<file path="src/rtl/wbdma_copy.sv">
// rtl/wbdma_copy.sv - Wishbone memory-to-memory word copy engine with CSR page
//
// Optional feature: define WBDMA_COPY_TIMEOUT_EN to enable the 8-bit ack watchdog.
//
// Ports:
//   sys_clk, sys_rst_n      clock (rising edge), asynchronous active-low reset
//   csr_a/csr_we/csr_di     CSR slave write/address; csr_do registered read data
//                           (0 when the page in csr_a[13:10] is not ours)
//   wb_*                    Wishbone classic master (sel=4'hf, cti=3'b000)
//   irq                     one-cycle pulse on completion or watchdog error

module wbdma_copy #(
  parameter logic [3:0] csr_addr = 4'h0
) (
  input  logic        sys_clk,
  input  logic        sys_rst_n,
  input  logic [13:0] csr_a,
  input  logic        csr_we,
  input  logic [31:0] csr_di,
  output logic [31:0] csr_do,
  output logic [31:0] wb_adr_o,
  output logic [31:0] wb_dat_o,
  input  logic [31:0] wb_dat_i,
  output logic [3:0]  wb_sel_o,
  output logic        wb_we_o,
  output logic        wb_cyc_o,
  output logic        wb_stb_o,
  output logic [2:0]  wb_cti_o,
  input  logic        wb_ack_i,
  output logic        irq
);

  typedef enum logic [2:0] {
    S_IDLE  = 3'd0,
    S_RD    = 3'd1,
    S_GAP_W = 3'd2,
    S_WR    = 3'd3,
    S_GAP_R = 3'd4
  } state_t;

  state_t      state_q, state_d;
  logic [31:0] src_q, src_d;
  logic [31:0] dst_q, dst_d;
  logic [15:0] len_q, len_d;
  logic [31:0] data_q, data_d;
  logic        done_q, done_d;
  logic        err_q, err_d;
  logic        irq_q, irq_d;
  logic [31:0] csr_do_q, csr_do_d;

  logic csr_sel, csr_wr, start, abort, busy, stb, wdog_hit;

  // Word-aligned CSR decode only looks at bits [1:0]; the rest of the in-page
  // offset is don't-care.
  logic unused_csr_bits;
  assign unused_csr_bits = ^csr_a[9:2];

  assign csr_sel = (csr_a[13:10] == csr_addr);
  assign csr_wr  = csr_sel && csr_we;
  assign start   = csr_wr && (csr_a[1:0] == 2'd3) && csr_di[0];
  assign abort   = csr_wr && (csr_a[1:0] == 2'd3) && csr_di[1];
  assign busy    = (state_q != S_IDLE);
  assign stb     = (state_q == S_RD) || (state_q == S_WR);

  // Bus outputs decode straight from the state register so that an
  // asynchronous reset drops the cycle without waiting for a clock edge.
  assign wb_cyc_o = busy;
  assign wb_stb_o = stb;
  assign wb_we_o  = (state_q == S_WR);
  assign wb_adr_o = (state_q == S_WR) ? dst_q : ((state_q == S_RD) ? src_q : 32'h0);
  assign wb_dat_o = data_q;
  assign wb_sel_o = 4'hf;
  assign wb_cti_o = 3'b000;
  assign irq      = irq_q;
  assign csr_do   = csr_do_q;

`ifdef WBDMA_COPY_TIMEOUT_EN
  logic [7:0] wdog_q, wdog_d;

  // Counts strobe cycles without ack; fires on the 255th such cycle.
  assign wdog_hit = stb && !wb_ack_i && (wdog_q == 8'd254);

  always_comb begin
    wdog_d = wdog_q;
    if (!stb || wb_ack_i) wdog_d = 8'd0;
    else                  wdog_d = wdog_q + 8'd1;
  end

  always_ff @(posedge sys_clk or negedge sys_rst_n) begin
    if (!sys_rst_n) wdog_q <= 8'd0;
    else            wdog_q <= wdog_d;
  end
`else
  assign wdog_hit = 1'b0;
`endif

  always_comb begin
    state_d = state_q;
    src_d   = src_q;
    dst_d   = dst_q;
    len_d   = len_q;
    data_d  = data_q;
    done_d  = done_q;
    err_d   = err_q;
    irq_d   = 1'b0;

    if (state_q == S_IDLE) begin
      if (csr_wr) begin
        case (csr_a[1:0])
          2'd0:    src_d = {csr_di[31:2], 2'b00};
          2'd1:    dst_d = {csr_di[31:2], 2'b00};
          2'd2:    len_d = csr_di[15:0];
          default: ;
        endcase
      end
      // Abort in the same write as start suppresses the start.
      if (start && !abort) begin
        err_d = 1'b0;
        if (len_q != 16'd0) begin
          done_d  = 1'b0;
          state_d = S_RD;
        end else begin
          done_d = 1'b1;
          irq_d  = 1'b1;
        end
      end
    end else if (abort) begin
      state_d = S_IDLE;
    end else begin
      case (state_q)
        S_RD: begin
          if (wb_ack_i) begin
            data_d  = wb_dat_i;
            state_d = S_GAP_W;
          end else if (wdog_hit) begin
            state_d = S_IDLE;
            err_d   = 1'b1;
            irq_d   = 1'b1;
          end
        end
        S_GAP_W: state_d = S_WR;
        S_WR: begin
          if (wb_ack_i) begin
            src_d = src_q + 32'd4;
            dst_d = dst_q + 32'd4;
            len_d = len_q - 16'd1;
            if (len_q == 16'd1) begin
              state_d = S_IDLE;
              done_d  = 1'b1;
              irq_d   = 1'b1;
            end else begin
              state_d = S_GAP_R;
            end
          end else if (wdog_hit) begin
            state_d = S_IDLE;
            err_d   = 1'b1;
            irq_d   = 1'b1;
          end
        end
        S_GAP_R: state_d = S_RD;
        default: state_d = S_IDLE;
      endcase
    end
  end

  always_comb begin
    csr_do_d = 32'h0;
    if (csr_sel) begin
      case (csr_a[1:0])
        2'd0:    csr_do_d = src_q;
        2'd1:    csr_do_d = dst_q;
        2'd2:    csr_do_d = {16'h0, len_q};
        default: csr_do_d = {29'h0, err_q, done_q, busy};
      endcase
    end
  end

  always_ff @(posedge sys_clk or negedge sys_rst_n) begin
    if (!sys_rst_n) begin
      state_q  <= S_IDLE;
      src_q    <= 32'h0;
      dst_q    <= 32'h0;
      len_q    <= 16'h0;
      data_q   <= 32'h0;
      done_q   <= 1'b0;
      err_q    <= 1'b0;
      irq_q    <= 1'b0;
      csr_do_q <= 32'h0;
    end else begin
      state_q  <= state_d;
      src_q    <= src_d;
      dst_q    <= dst_d;
      len_q    <= len_d;
      data_q   <= data_d;
      done_q   <= done_d;
      err_q    <= err_d;
      irq_q    <= irq_d;
      csr_do_q <= csr_do_d;
    end
  end

endmodule

</file>
<file path="config.mk">
export PLATFORM = sky130hd
export DESIGN_NAME = wbdma_copy
export DESIGN_NICKNAME = d
export VERILOG_FILES = /design/src/rtl/wbdma_copy.sv
export SDC_FILE = /design/constraint.sdc
export NUM_CORES = 1
export LEC_CHECK = 0
export ABC_CLOCK_PERIOD_IN_PS = 5300
export BUFFER_PORTS_ARGS = -buffer_cell sky130_fd_sc_hd__buf_2
export CAP_MARGIN = 20
export CELL_PAD_IN_SITES_DETAIL_PLACEMENT = 0
export CELL_PAD_IN_SITES_GLOBAL_PLACEMENT = 1
export CORE_UTILIZATION = 44
export CTS_CLUSTER_DIAMETER = 100
export DETAILED_ROUTE_END_ITERATION = 10
export PLACE_DENSITY_LB_ADDON = 0.1
export SLEW_MARGIN = 40
export SYNTH_ARGS = -nofsm -noshare
export SYNTH_HDL_FRONTEND = slang
export SYNTH_SLANG_ARGS = --single-unit
</file>
<file path="constraint.sdc">
create_clock -name sys_clk -period 5.3 [get_ports sys_clk]
set_clock_uncertainty 0.2 [all_clocks]
set_input_delay 0.265 -clock sys_clk [delete_from_list [all_inputs] [get_ports sys_clk]]
set_output_delay 0.265 -clock sys_clk [all_outputs]
set_load 0.05 [all_outputs]
</file>
=== After elaboration in Yosys (flattened, before gate mapping) ===
Cells that the tools add are included.

* Equality and inequality tests: 17
* Reductions and logical operators: 21
* Mux-type cells: 43
* Add/subtract/negate cells: 3
* Bitwise logic cells: 2

{| class="wikitable"
|+ Operators by type and width
! kind !! count
|-
| 32-bit two-way mux || 15
|-
| 16-bit two-way mux || 6
|-
| 32-bit one-hot mux with 3 select lines || 1
|-
| 32-bit by 3-bit adder with 32-bit output, second input constant || 2
|-
| 3-bit two-way mux || 7
|-
| 5-bit AND reduction || 4
|-
| 16-bit by 1-bit equality test with 1-bit output, second input constant || 1
|-
| 16-bit nonzero test || 1
|-
| 16-bit by 1-bit subtractor with 16-bit output, second input constant || 1
|-
| 1-bit two-way mux || 13
|-
| 2-bit by 1-bit inequality test with 1-bit output, second input constant || 6
|-
| 3-bit one-hot mux with 4 select lines || 1
|-
| 4-bit AND reduction || 2
|-
| 3-bit by 2-bit equality test with 1-bit output, second input constant || 2
|-
| 2-bit nonzero test || 3
|-
| 1-bit logical AND || 5
|-
| 2-bit equality test, second input constant || 2
|-
| 4-bit logical NOT || 1
|-
| 4-bit by 1-bit inequality test with 1-bit output, second input constant || 1
|-
| 4-bit by 3-bit inequality test with 1-bit output, second input constant || 1
|-
| 3-bit by 1-bit equality test with 1-bit output, second input constant || 1
|-
| 3-bit equality test, second input constant || 1
|-
| 3-bit logical NOT || 1
|-
| 3-bit nonzero test || 1
|-
| 6 further kinds || 7
|}

* Output and inout port bits: 107
* Flip-flop bits (word level): 149
* Logic and storage cells: 94

=== Logic depth before layout (Yosys ltp) ===
* Word-level depth: 8
* Mapped depth: 8
* Mapped depth without buffers: 7

=== Worst setup path after synthesis ===
Ideal clock, no wire load.

* Path kind: register to register
* Start: register state_q[1]
* End: register len_q[14]
* Setup slack: 3029 ps
* Library setup time: 87 ps
* Data arrival time: 1984 ps
* Cell stages (with the launch flop): 8
* Data required time: 5013 ps
* Cells stage by stage: dfrtp_1 buf_2 nor3_2 inv_2 clkbuf_1 clkbuf_1 o311ai_0 o211ai_1

* Longest elaborated chain between the ends: 3
* Elaborated cells between the ends (all ways): 9

{| class="wikitable"
|+ RTL lines
! item !! line !! text
|-
| start, declared || 41 || <nowiki>state_t state_q, state_d;</nowiki>
|-
| start signal, assigned || 190 || <nowiki>state_q <= state_d;</nowiki>
|-
| 3-bit logical NOT / 3-bit by 2-bit equality test with 1-bit output (equally long branches) || 107, 130 ||
|-
| 2-bit by 1-bit inequality test with 1-bit output (no source line), or another cell as far along || -- ||
|-
| 5-bit AND reduction (no source line) || -- ||
|-
| end signal, assigned || 193 || <nowiki>len_q <= len_d;</nowiki>
|-
| end, declared || 44 || <nowiki>logic [15:0] len_q, len_d;</nowiki>
|}

Several ways; a longest one is shown, not always the timed one.
A chain may end at the register's enable or synchronous reset.

=== Worst setup path in the final report ===
* Start: register state_q[2]
* End: output wb_cyc_o

* Longest elaborated chain between the ends: 1

{| class="wikitable"
|+ RTL lines
! item !! line !! text
|-
| 3-bit nonzero test || 62 || <nowiki>assign busy = (state_q != S_IDLE);</nowiki>
|-
| end, declared || 26 || <nowiki>output logic wb_cyc_o,</nowiki>
|}

No other way between the ends.

==> run_results.csv <==
group,metric,value,unit
status,status,"completed",
clocking,cts.htree.levels,4,
synth,synth_edf_count,0,
synth,syn_avg_cell_area,8.88,µm²
timing,slew_headroom,0.448,
floorplanning,boundaryPins,189,
cells_and_area,layout_commonest_cell,"buf_2",
detailed_routing,dr.pass1.iters,5,
clocking,cts_setup_buffers,0,
synth,async_reset_ff_frac,1.00,
synth,ys_seq_area_frac,0.431,
clocking,cts_hold_buffers,53,
timing,tns,0,ns
timing,max_freq,0.305,GHz
synth,yosys_warnings,0,
synth,mappedNetlistArea,8410,µm²
timing,drv_slew,0,
grt,grt_pass1_vias,7253,
floorplanning,die_h,140,µm
grt,grt_pass1_wl,41800,µm
hold_path,min_to,"len_q[15]",
cells_and_area,fill_cells,1719,
floorplanning,dieArea,19700,µm²
critical_path,crit_type,"reg2out",
grt,gr-usage-all-layers,0.274,
clocking,numCtsBuffers,17,
critical_path,required,4.84,ns
cells_and_area,layout_common_cells,"170 x buf_2, 144 x dfrtp_1, 142 x nor2_1",
detailed_routing,routedWlPerCell,19.5,µm
cells_and_area,multi_input_area,4380,µm²
synth,synth_cell_types,67,
place,io_buffers,171,
cells_and_area,drive_above_1_share,0.234,
timing,final_hold_viol_count,0,
synth,synth_ff_type,"dfrtp_1",
critical_path,r2r_cells,6,
critical_path,worst_ep_arrival_time,2.82,ns
detailed_routing,drtAntennaViolNets,0,
clocking,cts_tree,"done",
hold_path,hp-class,"in2reg",
timing,setup_ws,2.02,ns
detailed_routing,vias_per_cell,5.88,
clocking,cts_buffer_depth,2,
clocking,clock-root-buffer,"clkbuf_16",
critical_path,r2r_end,"dst_q[29]",
critical_path,startpoint_type,"flop",
grt,grt_start_max_net_pins,105,
clocking,cts_resized,0,
critical_path,r2r-start,"state_q[2]",
job,maxCapViolations,0,
timing,grt_setup_unrepaired,"false",
power,p_leak,4.69,nW
clocking,cts_sinks,145,
floorplanning,start_util,0.450,
synth,synth_seq_cells,145,
floorplanning,core_area,18700,µm²
place,gp_congestion,0.848,
clocking,clk-insertion-delay-late,0.44,ns
timing,fin_crit_sh,0.619,
cells_and_area,regArea,3630,µm²
timing,setup_violations,0,
place,dp_hpwl,18100,µm
grt,grt-ovfl-total,0,
critical_path,r2r_slack,2.20,ns
power,max-vdd-ir-drop,0.427,mV
place,pre_cts_ws,2.09,ns
critical_path,end_kind,"output pin",
detailed_routing,drtIter0Drc,667,
floorplanning,rows,50,
power,p_per_area,636,nW/µm²
hold_path,min_path_cells,3,
clocking,clkSlewWorstSetupHoldPaths,0.06,ns
timing,fin_crit,3.28,ns
grt,grt_antenna_before_repair,0,
cells_and_area,area_delta_synth_final,24.6,%
timing,worst_pin_slew,0.820,ns
floorplanning,die_w,140,µm
detailed_routing,vias,8052,
hold_path,min_from,"csr_di[15]",
critical_path,cp_max_fo,49,
cells_and_area,final_nets,1209,
synth,synthCells,947,
cells_and_area,diodes,0,
detailed_routing,wl,26800,µm
detailed_routing,drc,0,
[power breakdown]
part           switching (mW)  internal [mW]  leakage, nW  total, mW
Clock                   0.533          0.723        0.293       1.26
Combinational            2.32           1.03         2.59       3.35
Sequential              0.552           1.51         1.80       2.06
Total                    3.41           3.26         4.69       6.67
[stage by stage]
stage                     hold slack, ns  total power [mW]   util  cells  instance area (µm²)
final                           0.000851              6.67  0.560   1370                10500
after global routing              0.0276              7.06  0.560   1370                10500
after CTS                        0.00182              6.65  0.558   1369                10400
after detailed placement           0.177              5.36  0.498   1284                 9310
after global placement             0.261              5.33  0.497   1284                 9300
after floorplan                   -0.231              4.54      -    954                 8440
[how the worst max path moves through the flow]
stage / from / end / depth (start not counted)
finish: state_q[2] / wb_cyc_o / 4
global route: state_q[2] / wb_cyc_o / 4
CTS: state_q[2] / wb_cyc_o / 4
detailed placement: state_q[2] / len_q[2] / 5
global placement: csr_a[11] / src_q[10] / 6
floorplan: state_q[1] / len_q[14] / 7
[critical path, stage by stage (launching register included)]
cell      delay, ns
dfrtp_1        0.44
nor3_4         0.64
clkinv_2       0.57
buf_4          0.45
buf_2          0.28
[cells in the mapped netlist, types with 3 or more instances]
cell type | n | area, µm²
a22o_1 | 3 | 26.3
nor3_1 | 22 | 110
a21oi_1 | 99 | 495
mux2i_1 | 62 | 621
o2bb2ai_1 | 3 | 26.3
or4_1 | 4 | 30.0
nand2_1 | 55 | 206
inv_1 | 9 | 33.8
buf_1 | 10 | 37.5
nand3_1 | 30 | 150
buf_2 | 13 | 65.1
and3_1 | 8 | 50.1
nor4_1 | 13 | 81.3
o22ai_1 | 24 | 150
and4_1 | 11 | 96.3
nand2b_1 | 7 | 43.8
ha_1 | 4 | 50.1
a2bb2oi_1 | 12 | 105
a31oi_1 | 12 | 75.1
a211oi_1 | 6 | 45.0
or3_1 | 5 | 31.3
dfrtp_1 | 145 | 3630
o31ai_1 | 5 | 37.5
o211ai_1 | 4 | 30.0
nand4_1 | 28 | 175
buf_4 | 13 | 97.6
nor2_1 | 142 | 533
o21a_1 | 4 | 30.0
clkbuf_1 | 50 | 188
o21ai_0 | 50 | 250
mux2_2 | 32 | 360
o22a_1 | 14 | 123
[cells by family after synthesis]
kind of cell | count (synthesis) | share of synthesized area
flops | 145 | 0.431
buf+inv | 99 | 0.0538
simple gates | 339 | 0.193
fa+ha+maj | 4 | 0.00595
mux | 94 | 0.117
other cells | 2 | 0.000893
compound gates | 262 | 0.197
xor+xnor | 2 | 0.00208
[layer usage]
| layer | GRT usage | part of all wire | vias up |
|---|---|---|---|
| li1 | - | - | 3816 |
| met1 | 0.398 | 0.47 | 3898 |
| met2 | 0.426 | 0.46 | 308 |
| met3 | 0.0366 | 0.062 | 30 |
| met4 | 0.0775 | 0.013 | 0 |
| met5 | 0 | 0 | - |
[area by class of cell]
cell class              count  share of cell area
clock inverters            14              0.0160
multi-input cells         710               0.418
clock buffers              18              0.0419
inverters                  10             0.00370
well taps                 234              0.0279
repair buffers            239               0.146
flip-flops and latches    145               0.346
[sequential cells by signal, summed over array words and instances, names as in the netlist]
register  cells
csr_do       32
state_q       3
done_q        1
len_q        16
src_q        30
dst_q        30
wb_dat_o     32
irq           1
(Power assumes the default switching activity.)
